[src/rtl/k_and_s_pkg.sv]
// Shared K&S processor types: instruction classes produced by the decoder.
package k_and_s_pkg;
  typedef enum logic [3:0] {
    I_NOP    = 4'd0,
    I_LOAD   = 4'd1,
    I_STORE  = 4'd2,
    I_MOVE   = 4'd3,
    I_ADD    = 4'd4,
    I_SUB    = 4'd5,
    I_AND    = 4'd6,
    I_OR     = 4'd7,
    I_BRANCH = 4'd8,
    I_BZERO  = 4'd9,
    I_BNZERO = 4'd10,
    I_BNEG   = 4'd11,
    I_BNNEG  = 4'd12,
    I_HALT   = 4'd13
  } decoded_instruction_type;
endpackage

[src/rtl/control_unit_if.sv]
// Control-unit <-> datapath bundle: decoded instruction and flags in, strobes out.
interface control_unit_if;
  import k_and_s_pkg::*;

  decoded_instruction_type decoded_instruction;
  logic       zero_op;
  logic       neg_op;
  logic       unsigned_overflow;
  logic       signed_overflow;
  logic       branch;
  logic       pc_enable;
  logic       ir_enable;
  logic       addr_sel;
  logic       c_sel;
  logic [1:0] operation;
  logic       write_reg_enable;
  logic       flags_reg_enable;
  logic       ram_write_enable;
  logic       halt;
  logic       overflow_trap;

  // Strobes are level signals valid for the whole cycle of the owning state; no handshake.
  modport master (
    input  decoded_instruction, zero_op, neg_op, unsigned_overflow, signed_overflow,
    output branch, pc_enable, ir_enable, addr_sel, c_sel, operation,
           write_reg_enable, flags_reg_enable, ram_write_enable, halt, overflow_trap
  );

  modport slave (
    output decoded_instruction, zero_op, neg_op, unsigned_overflow, signed_overflow,
    input  branch, pc_enable, ir_enable, addr_sel, c_sel, operation,
           write_reg_enable, flags_reg_enable, ram_write_enable, halt, overflow_trap
  );
endinterface

[src/rtl/control_unit.sv]
// Multi-cycle Moore sequencer for the K&S datapath, registered outputs.
// Optional macro OVERFLOW_TRAP_EN: ADD/SUB overflow halts at the next DECODE.
module control_unit
  import k_and_s_pkg::*;
#(
  parameter logic [1:0] MOVE_OP = 2'b00
) (
  input  logic           clk,
  input  logic           rst,
  control_unit_if.master cu,
  output logic [3:0]     state_dbg
);

  typedef enum logic [3:0] {
    RST_ST, FETCH, DECODE, LOAD_ST, STORE_ST, MOVE_ST, ALU_ST, BR_ST, HALT_ST
  } state_t;

  state_t state, nxt;
  logic   z_q, n_q, flag_cap;
  logic   trap_pend, trap_next;

  assign state_dbg = state;

`ifdef OVERFLOW_TRAP_EN
  logic alu_addsub;
  assign trap_next = trap_pend |
                     (flag_cap & alu_addsub & (cu.signed_overflow | cu.unsigned_overflow));
`else
  logic unused_ov;
  assign unused_ov = cu.signed_overflow ^ cu.unsigned_overflow;
  assign trap_pend = 1'b0;
  assign trap_next = 1'b0;
`endif

  always_comb begin
    nxt = state;
    case (state)
      RST_ST:  nxt = FETCH;
      FETCH:   nxt = DECODE;
      DECODE: begin
        if (trap_pend) nxt = HALT_ST;
        else begin
          case (cu.decoded_instruction)
            I_LOAD:                    nxt = LOAD_ST;
            I_STORE:                   nxt = STORE_ST;
            I_MOVE:                    nxt = MOVE_ST;
            I_ADD, I_SUB, I_AND, I_OR: nxt = ALU_ST;
            I_BRANCH:                  nxt = BR_ST;
            I_BZERO:                   nxt = z_q  ? BR_ST : FETCH;
            I_BNZERO:                  nxt = !z_q ? BR_ST : FETCH;
            I_BNEG:                    nxt = n_q  ? BR_ST : FETCH;
            I_BNNEG:                   nxt = !n_q ? BR_ST : FETCH;
            I_HALT:                    nxt = HALT_ST;
            default:                   nxt = FETCH;
          endcase
        end
      end
      HALT_ST: nxt = HALT_ST;
      default: nxt = FETCH;
    endcase
  end

  always_ff @(posedge clk) begin
    if (rst) begin
      state    <= RST_ST;
      z_q      <= 1'b0;
      n_q      <= 1'b0;
      flag_cap <= 1'b0;
`ifdef OVERFLOW_TRAP_EN
      trap_pend  <= 1'b0;
      alu_addsub <= 1'b0;
`endif
      cu.branch           <= 1'b0;
      cu.pc_enable        <= 1'b0;
      cu.ir_enable        <= 1'b0;
      cu.addr_sel         <= 1'b0;
      cu.c_sel            <= 1'b0;
      cu.operation        <= 2'b00;
      cu.write_reg_enable <= 1'b0;
      cu.flags_reg_enable <= 1'b0;
      cu.ram_write_enable <= 1'b0;
      cu.halt             <= 1'b0;
      cu.overflow_trap    <= 1'b0;
    end else begin
      state <= nxt;
      // Datapath flags are only valid the cycle after ALU_ST; shadow them then.
      flag_cap <= (state == ALU_ST);
      if (flag_cap) begin
        z_q <= cu.zero_op;
        n_q <= cu.neg_op;
      end
`ifdef OVERFLOW_TRAP_EN
      trap_pend <= trap_next;
      if (state == DECODE)
        alu_addsub <= (cu.decoded_instruction == I_ADD) || (cu.decoded_instruction == I_SUB);
`endif
      cu.branch           <= 1'b0;
      cu.pc_enable        <= 1'b0;
      cu.ir_enable        <= 1'b0;
      cu.addr_sel         <= 1'b0;
      cu.c_sel            <= 1'b0;
      cu.operation        <= 2'b00;
      cu.write_reg_enable <= 1'b0;
      cu.flags_reg_enable <= 1'b0;
      cu.ram_write_enable <= 1'b0;
      cu.halt             <= 1'b0;
      cu.overflow_trap    <= 1'b0;
      case (nxt)
        FETCH: begin
          cu.addr_sel  <= 1'b1;
          cu.ir_enable <= 1'b1;
        end
        DECODE:   cu.pc_enable <= !trap_next;
        LOAD_ST: begin
          cu.c_sel            <= 1'b1;
          cu.write_reg_enable <= 1'b1;
        end
        STORE_ST: cu.ram_write_enable <= 1'b1;
        MOVE_ST: begin
          cu.operation        <= MOVE_OP;
          cu.write_reg_enable <= 1'b1;
        end
        ALU_ST: begin
          case (cu.decoded_instruction)
            I_ADD:   cu.operation <= 2'b01;
            I_SUB:   cu.operation <= 2'b10;
            I_AND:   cu.operation <= 2'b11;
            default: cu.operation <= 2'b00;
          endcase
          cu.write_reg_enable <= 1'b1;
          cu.flags_reg_enable <= 1'b1;
        end
        BR_ST: begin
          cu.branch    <= 1'b1;
          cu.pc_enable <= 1'b1;
        end
        HALT_ST: begin
          cu.halt          <= 1'b1;
          cu.overflow_trap <= trap_next;
        end
        default: ;
      endcase
    end
  end

endmodule

[src/flat_wrapper.sv]
// flat-port wrapper written by rule: the top's interface ports become plain ports
module control_unit_flat import k_and_s_pkg::*;
#(
  parameter logic [1:0] MOVE_OP = 2'b00
)
  (clk, rst, state_dbg, cu_decoded_instruction, cu_zero_op, cu_neg_op, cu_unsigned_overflow, cu_signed_overflow, cu_branch, cu_pc_enable, cu_ir_enable, cu_addr_sel, cu_c_sel, cu_operation, cu_write_reg_enable, cu_flags_reg_enable, cu_ram_write_enable, cu_halt, cu_overflow_trap);
  control_unit_if cu_i ();
  input  logic clk;
  input  logic rst;
  output logic [3:0] state_dbg;
  input wire logic [$bits(cu_i.decoded_instruction)-1:0] cu_decoded_instruction;
  input wire logic [$bits(cu_i.zero_op)-1:0] cu_zero_op;
  input wire logic [$bits(cu_i.neg_op)-1:0] cu_neg_op;
  input wire logic [$bits(cu_i.unsigned_overflow)-1:0] cu_unsigned_overflow;
  input wire logic [$bits(cu_i.signed_overflow)-1:0] cu_signed_overflow;
  output wire logic [$bits(cu_i.branch)-1:0] cu_branch;
  output wire logic [$bits(cu_i.pc_enable)-1:0] cu_pc_enable;
  output wire logic [$bits(cu_i.ir_enable)-1:0] cu_ir_enable;
  output wire logic [$bits(cu_i.addr_sel)-1:0] cu_addr_sel;
  output wire logic [$bits(cu_i.c_sel)-1:0] cu_c_sel;
  output wire logic [$bits(cu_i.operation)-1:0] cu_operation;
  output wire logic [$bits(cu_i.write_reg_enable)-1:0] cu_write_reg_enable;
  output wire logic [$bits(cu_i.flags_reg_enable)-1:0] cu_flags_reg_enable;
  output wire logic [$bits(cu_i.ram_write_enable)-1:0] cu_ram_write_enable;
  output wire logic [$bits(cu_i.halt)-1:0] cu_halt;
  output wire logic [$bits(cu_i.overflow_trap)-1:0] cu_overflow_trap;
  assign cu_i.decoded_instruction = cu_decoded_instruction;
  assign cu_i.zero_op = cu_zero_op;
  assign cu_i.neg_op = cu_neg_op;
  assign cu_i.unsigned_overflow = cu_unsigned_overflow;
  assign cu_i.signed_overflow = cu_signed_overflow;
  assign cu_branch = cu_i.branch;
  assign cu_pc_enable = cu_i.pc_enable;
  assign cu_ir_enable = cu_i.ir_enable;
  assign cu_addr_sel = cu_i.addr_sel;
  assign cu_c_sel = cu_i.c_sel;
  assign cu_operation = cu_i.operation;
  assign cu_write_reg_enable = cu_i.write_reg_enable;
  assign cu_flags_reg_enable = cu_i.flags_reg_enable;
  assign cu_ram_write_enable = cu_i.ram_write_enable;
  assign cu_halt = cu_i.halt;
  assign cu_overflow_trap = cu_i.overflow_trap;
  control_unit #(.MOVE_OP(MOVE_OP)) u_core (.clk(clk), .rst(rst), .cu(cu_i), .state_dbg(state_dbg));
endmodule
[config.mk]
export PLATFORM = sky130hd
export DESIGN_NAME = control_unit_flat
export DESIGN_NICKNAME = d
export VERILOG_FILES = /design/src/rtl/k_and_s_pkg.sv /design/src/rtl/control_unit_if.sv /design/src/rtl/control_unit.sv /design/src/flat_wrapper.sv
export SDC_FILE = /design/constraint.sdc
export NUM_CORES = 1
export LEC_CHECK = 0
export ABC_AREA = 1
export ABC_CLOCK_PERIOD_IN_PS = 1770
export CAP_MARGIN = 20
export CORE_MARGIN = 2
export CORE_UTILIZATION = 35
export CTS_CLUSTER_DIAMETER = 60
export CTS_CLUSTER_SIZE = 25
export DETAILED_ROUTE_END_ITERATION = 7
export GPL_ROUTABILITY_DRIVEN = 0
export PLACE_DENSITY = 0.7
export SYNTH_ARGS = -nofsm -noshare
export SYNTH_HDL_FRONTEND = slang
export SYNTH_SLANG_ARGS = --single-unit
[constraint.sdc]
create_clock -name clk -period 1.77 [get_ports clk]
set_clock_uncertainty 0.2 [all_clocks]
set_input_delay 0.354 -clock clk [delete_from_list [all_inputs] [get_ports clk]]
set_output_delay 0.354 -clock clk [all_outputs]
set_load 0.02 [all_outputs]
==> results by group <==
Placement
  • Hpwl dp: ~1200 um
  • IO Port Bufs: 22

Drt
  • DR pass1 iterations: 4
  • DR iter-0 viols: 8
  • Routed len/inst: about 9.4 um
  • Via/cell ratio: about 4.4
  • DRC: 0
  • Routed Antenna Nets: 0
  • Routed WL: 1460 um
  • Vias after detailed routing: between 600 and 700

Floorplanning
  • Die area: 2550 um^2
  • Chip Height: 50.5 um
  • Die Width: about 50 um
  • Starting Density: 37.8%
  • Rows: 16
  • IO Pins: 26
  • Core ar.: between 2000 and 2500 um^2

Synth
  • Synth unique cells: 22
  • Mapped Area: roughly 760 um^2
  • Mapped Cells: 97
  • Register bit total from synthesis: 17
  • Top-area cell type share of the netlist area: a little under half
  • List of most frequent post-synthesis cells: dfxtp_1, nor2_1, nand2_1
  • Syn nets: 107
  • Count leader, synth: dfxtp_1
  • Synth async-reset ratio: 0%
  • Area contributors post-synth: dfxtp_1, nor2_1, nand2_1
  • Post-synth top area cell: dfxtp_1
  • Register area share after synthesis: ~45%
  • Yosys warns: 0
  • Main synth FF type: dfxtp_1
  • EDFF count, synth: 0
  • Post-Syn Area per Cell: slightly below 8 um^2

CTS
  • Skew-Pair Late Insertion Delay: 0.29 ns
  • Resize count post-CTS: 11
  • Sink Count: 17
  • CTS tree: built
  • Post-CTS Setup Bufs: 0
  • H-tree depth: 1
  • Root Buffer: clkbuf_4
  • Clk pin slew, worst setup/hold paths: approximately 0.10 ns
  • Clock Path Buffers: 2
  • Hold_buf cts: 0
  • Num CTS Buffers: 3

GRT
  • GRT overflow: 0
  • Largest net degree at the start of global routing: 11
  • Met1 usage: 15.0%
  • Grt peak-use layer: met2
  • First-pass GRT wire length: ~2500 um
  • Vias in the first global route: 626
  • GR Util met2: between 20% and 30%
  • Initial antenna violation count: 0
  • GR Util All Layers: 13.0%
  • M3 GR Usage: 1.79%

Power and ir drop
  • Pwr Density: approximately 810 nW/um^2
  • Pleak: about 0.00063 uW
  • Clk pwr share: between 20% and 30%
  • Max VDD drop: 436 uV
  • Sequential Power Share: a little under half
  • Switching share of power: about a third
  • Sw Pwr: approximately 290 uW
  • Logic gate share of total power: approximately 28%
  • Internal: between 500 and 600 uW

Critical path
  • WP data required: approximately 1.2 ns
  • CP endpoint kind: primary output
  • Critical path peak fanout: 4
  • Crit-path leading delay family: flip-flops
  • Slowest stage cell, crit path: dfxtp_1
  • Worst Setup SP: u_core.state_dbg[3]
  • Worst r2r src: u_core.state_dbg[0]
  • WS Path Type: reg2out
  • CP max stage delay: about 0.40 ns
  • R2R depth: 9
  • CP startpoint kind: flop
  • Worst path depth: 1
  • Cell Chain, Critical Path: dlygate4sd2_1
  • Worst R2R End: u_core.cu.write_reg_enable
  • CP Data Arrival Time: approximately 1.1 ns
  • Setup crit end: state_dbg[3]
  • CP bufs+invs: 1
  • Setup slack, reg-to-reg: between 0.2 and 0.3 ns

Layout
  • Nets@finish: 140
  • ANT cells: 0
  • Fraction of layout cells with a size suffix above 1: about a quarter
  • Fill cell count: about 200
  • Layout area overhead: 44.0%
  • Finished Core Util: approximately 54%

Timing
  • Tmin final: ~1.6 ns
  • Worst hold slack: approximately 0.25 ns
  • Final Hold Vio Count: 0
  • Fin. max-slew vios: 0
  • F_max: 624 MHz
  • Final worst path period share: between 90% and 100%
  • Endpoints failing setup: 0
  • Unrepaired setup endpoints after global routing: false

Worst hold path
  • Hold_sp: cu_decoded_instruction[0]
  • Hold Path Class: in2reg

Run
  • Maxcap violations: 0

Status
  • Status: finished clean
==> cell families after synthesis <==
kind of cell | after synthesis | share of synthesized area [%]
AND/OR/NAND/NOR | 54 | 38.7
AO/OA/AOI/OAI | 6 | 4.97
flip-flops | 17 | 45.0
other | 1 | 0.496
buffers and inverters | 19 | 10.8
==> layout make-up <==
type                       instances  area [um^2]  share of cell area, %
clock buffer                       3         22.5                   2.07
clock inverter                     1         5.00                  0.460
inverter                          17         66.3                   6.09
multi-input combinational         61          334                   30.7
sequential                        17          340                   31.3
tap                               27         33.8                   3.10
timing repair buffer              30          287                   26.3
==> state kept, by name, indices dropped and copies added, names as in the netlist <==
name                        flops
u_core.n_q                      1
u_core.cu.ir_enable             1
u_core.cu.halt                  1
u_core.cu.flags_reg_enable      1
u_core.state_dbg                4
u_core.cu.operation             2
u_core.cu.pc_enable             1
u_core.cu.ram_write_enable      1
u_core.z_q                      1
u_core.flag_cap                 1
u_core.cu.c_sel                 1
u_core.cu.branch                1
u_core.cu.write_reg_enable      1
==> worst min-delay path by stage <==
stage	slack, ns	cells after the start	to
after floorplan	0.22	1	u_core.state_dbg[0]
after global placement	0.27	2	u_core.z_q
after detailed placement	0.27	2	u_core.flag_cap
after CTS	0.29	2	u_core.flag_cap
after global routing	0.26	3	u_core.cu.operation[0]
final	0.25	3	u_core.cu.operation[0]
==> through the flow <==
stage | TNS, ns | power (uW) | worst slack, ns | cell area [um^2] | cells
after floorplan | 0 | 582 | 0.257 | 756 | 97
after detailed placement | -2.51 | 691 | -0.247 | 1050 | 152
after global routing | 0 | 930 | 0.0875 | 1090 | 156
after global placement | -2.04 | 688 | -0.216 | 1050 | 152
final | 0 | 877 | 0.168 | 1090 | 156
after CTS | 0 | 890 | 0.00387 | 1070 | 156
==> layout by cell type, fill, tap and decap left out <==
master,netlist,layout
a21oi_1,1,1
a21oi_2,1,1
buf_4,2,8
clkbuf_4,0,3
clkdlybuf4s50_1,0,3
clkinv_2,2,3
conb_1,1,1
dfxtp_1,17,17
dlygate4sd2_1,0,11
dlymetal6s2s_1,0,8
inv_1,10,10
inv_2,5,5
nand2_1,13,13
nand2_2,2,2
nand2_4,2,2
nand3_1,8,8
nand3_2,3,3
nand3b_1,1,1
nand4_1,5,5
nor2_1,14,14
nor2_2,3,3
nor2_4,2,2
nor4_1,1,1
o21ai_0,2,2
o21ai_1,1,1
o21ai_2,1,1
==> layer usage <==
metal | part of all wire, % | routed length, um | vias up
li1 | - | - | 364
met1 | 43 | 635 | 306
met4 | 2.5 | 36 | 0
met3 | 4.4 | 64 | 4
met5 | 0 | 0 | -
met2 | 50 | 726 | 19
==> power by group through the flow <==
| stage | clock [uW] | combinational [uW] | sequential, uW |
|---|---|---|---|
| CTS | 222 | 252 | 417 |
| global route | 241 | 270 | 420 |
| detailed placement | 0 | 265 | 427 |
| floorplan | 0 | 127 | 454 |
| global placement | 0 | 262 | 426 |
| finish | 212 | 249 | 416 |
No activity file was read; power rests on OpenSTA's default activity.
==> RTL change (config.mk and constraints unchanged) <==
The option `OVERFLOW_TRAP_EN` is turned on by a define.
--- a/src/rtl/control_unit.sv
+++ b/src/rtl/control_unit.sv
@@ -1,5 +1,7 @@
 // Multi-cycle Moore sequencer for the K&S datapath, registered outputs.
 // Optional macro OVERFLOW_TRAP_EN: ADD/SUB overflow halts at the next DECODE.
+`define OVERFLOW_TRAP_EN
+
 module control_unit
   import k_and_s_pkg::*;
 #(
Function: changed (a bounded check fails within 10 cycles, from zero or initial values and one cycle with rst high).
==> RTL change against the unedited design <==
  * Final area up 22%
  * Power up 27%
  * Worst setup slack worse by 0.021 ns
  * Maximum frequency down 1.3%
  * Via count up 19%
  * Global-route usage up 1.1 points
  * Synthesized area up 21%
  * Sequential cell count up 3
  * Routed wire length up 26%
  * Highest routed layer unchanged
  * Largest cell class is now multi-input combinational cells
  * Cell count up 19%
==> RTL change: results (changes against the unedited design) <==
metric;value;unit;change
GRT met2 Usage;24.2;%;+1.6 points
signal buffers share of area;25.8;%;-0.52 points
hold path start;u_core.alu_addsub;;
Detail Route met2 WL;898;um;+24%
reg2reg end;u_core.cu.operation[0];;
vias per cell;4.44;;about the same
worst-path maximum fanout;4;;unchanged
P_leak;0.681;nW;+7.5%
first-pass GRT wire length;3020;um;+21%
Slew @ Worst Pin;0.235;ns;
Clk Tree Root Cell;clkbuf_4;;
fin nets;166;;+19%
Antenna Diode Count;0;;unchanged
largest net degree at the start of global routing;13;;+2
multi-input logic area;428;um2;+28%
wire length on met3;82;um;+28%
Buffers, non-clock;39;;+30%
worst hold path type;register to register;;
VDD IR max;0.776;mV;+78%
Multi-In Gates;75;;+23%
Synth cell types;27;;+23%
Reg2Reg Setup Slack;0.19;ns;-0.10 ns
Tot GR Track Use;14.2;%;+1.1 points
starting DRC count in detailed routing;2;;-6
Setup Buffers After CTS;0;;unchanged
I/O Buffers;25;;+14%
# clock sinks;20;;+3
FF/Latch Area;400;um2;+18%
WL met1;838;um;+32%
crit-path leading delay family;flip-flops;;
WHS Endpoint;u_core.alu_addsub;;
R2R cell count;7;;-2
worst r2r src;u_core.state_dbg[3];;
CP max-delay cell;dfxtp_1;;
syn nets;125;;+17%
top post-synthesis cells by area;dfxtp_1, nor2_1, nand3_1, inv_1, nand2_1;;
clk_buf instances;3;;unchanged
Seq/Total Area, Yosys;44.0;%;-1.1 points
M1 GR Usage;15.8;%;+0.76 points
crit path DAT;1.07;ns;+0.02 ns
Clock transition at path regs;0.12;ns;+0.02 ns
vias in the first global route;782;;+25%
met3 Track Usage GR;5.11;%;+3.3 points
WL final;1840;um;+26%
Initial DRT Pass Iterations;4;;unchanged
dpl hpwl;1480;um;+26%
status;finished, final reports clean;;
hold path depth;2;;-1
Filler cells;245;;+25%
most frequent cells after synthesis;dfxtp_1, nor2_1, inv_1;;
clock tree cell share of total cell area;3.97;%;+1.4 points
layout cells sized above 1;28.4;%;+2.8 points
Yosys warnings;0;;unchanged
[RTL change: cell count changes in the layout (fill, tap and decap cells not counted), moves of 4 or more]
cell / before / now
inv_1: 10 / 14
dlygate4sd2_1: 11 / 17
nor2_2: 3 / 7
nand2_2: 2 / 6
dlymetal6s2s_1: 8 / 3
nand3_1: 8 / 12
buf_4: 8 / 14
[RTL change: where the power goes]
group          internal [mW]  switching, mW
Combinational          0.112          0.151
Clock                  0.229          0.140
Sequential             0.472         0.0101
[RTL change: kinds of logic (layout without fill, tap and decap cells)]
group	Yosys count	count (layout)	share of synthesized area, %
compound gates	9	9	5.77
flops	20	20	44.0
buf+inv	20	60	9.61
simple gates	65	65	39.7
xor+xnor	1	1	0.962
[RTL change: worst max path at each step]
stage,end,from,slack (ns),cells after the start
CTS,u_core.cu.write_reg_enable,cu_decoded_instruction[0],0.01,10
detailed placement,u_core.cu.write_reg_enable,cu_decoded_instruction[1],-0.39,10
floorplan,u_core.cu.write_reg_enable,u_core.state_dbg[3],0.19,8
global placement,u_core.cu.write_reg_enable,cu_decoded_instruction[1],-0.29,10
global route,u_core.cu.operation[1],u_core.state_dbg[3],0.05,7
finish,state_dbg[1],u_core.state_dbg[1],0.15,1
[RTL change: repair_timing]
item / CTS / global route
gates resized for setup: 17 / 5
endpoints found under the setup margin: 18 / 9
hold buffers: 0 / 0
[RTL change: metrics by stage]
step	hold WS (ns)	instance area, um2	setup WS (ns)	util, %	cells
final	0.270	1320	0.147	53.4	185
after global routing	0.288	1320	0.0469	53.4	185
after CTS	0.273	1310	0.0148	52.9	185
after detailed placement	0.258	1280	-0.388	51.7	181
after global placement	0.252	1280	-0.287	51.7	181
after floorplan	0.226	911	0.186	-	115
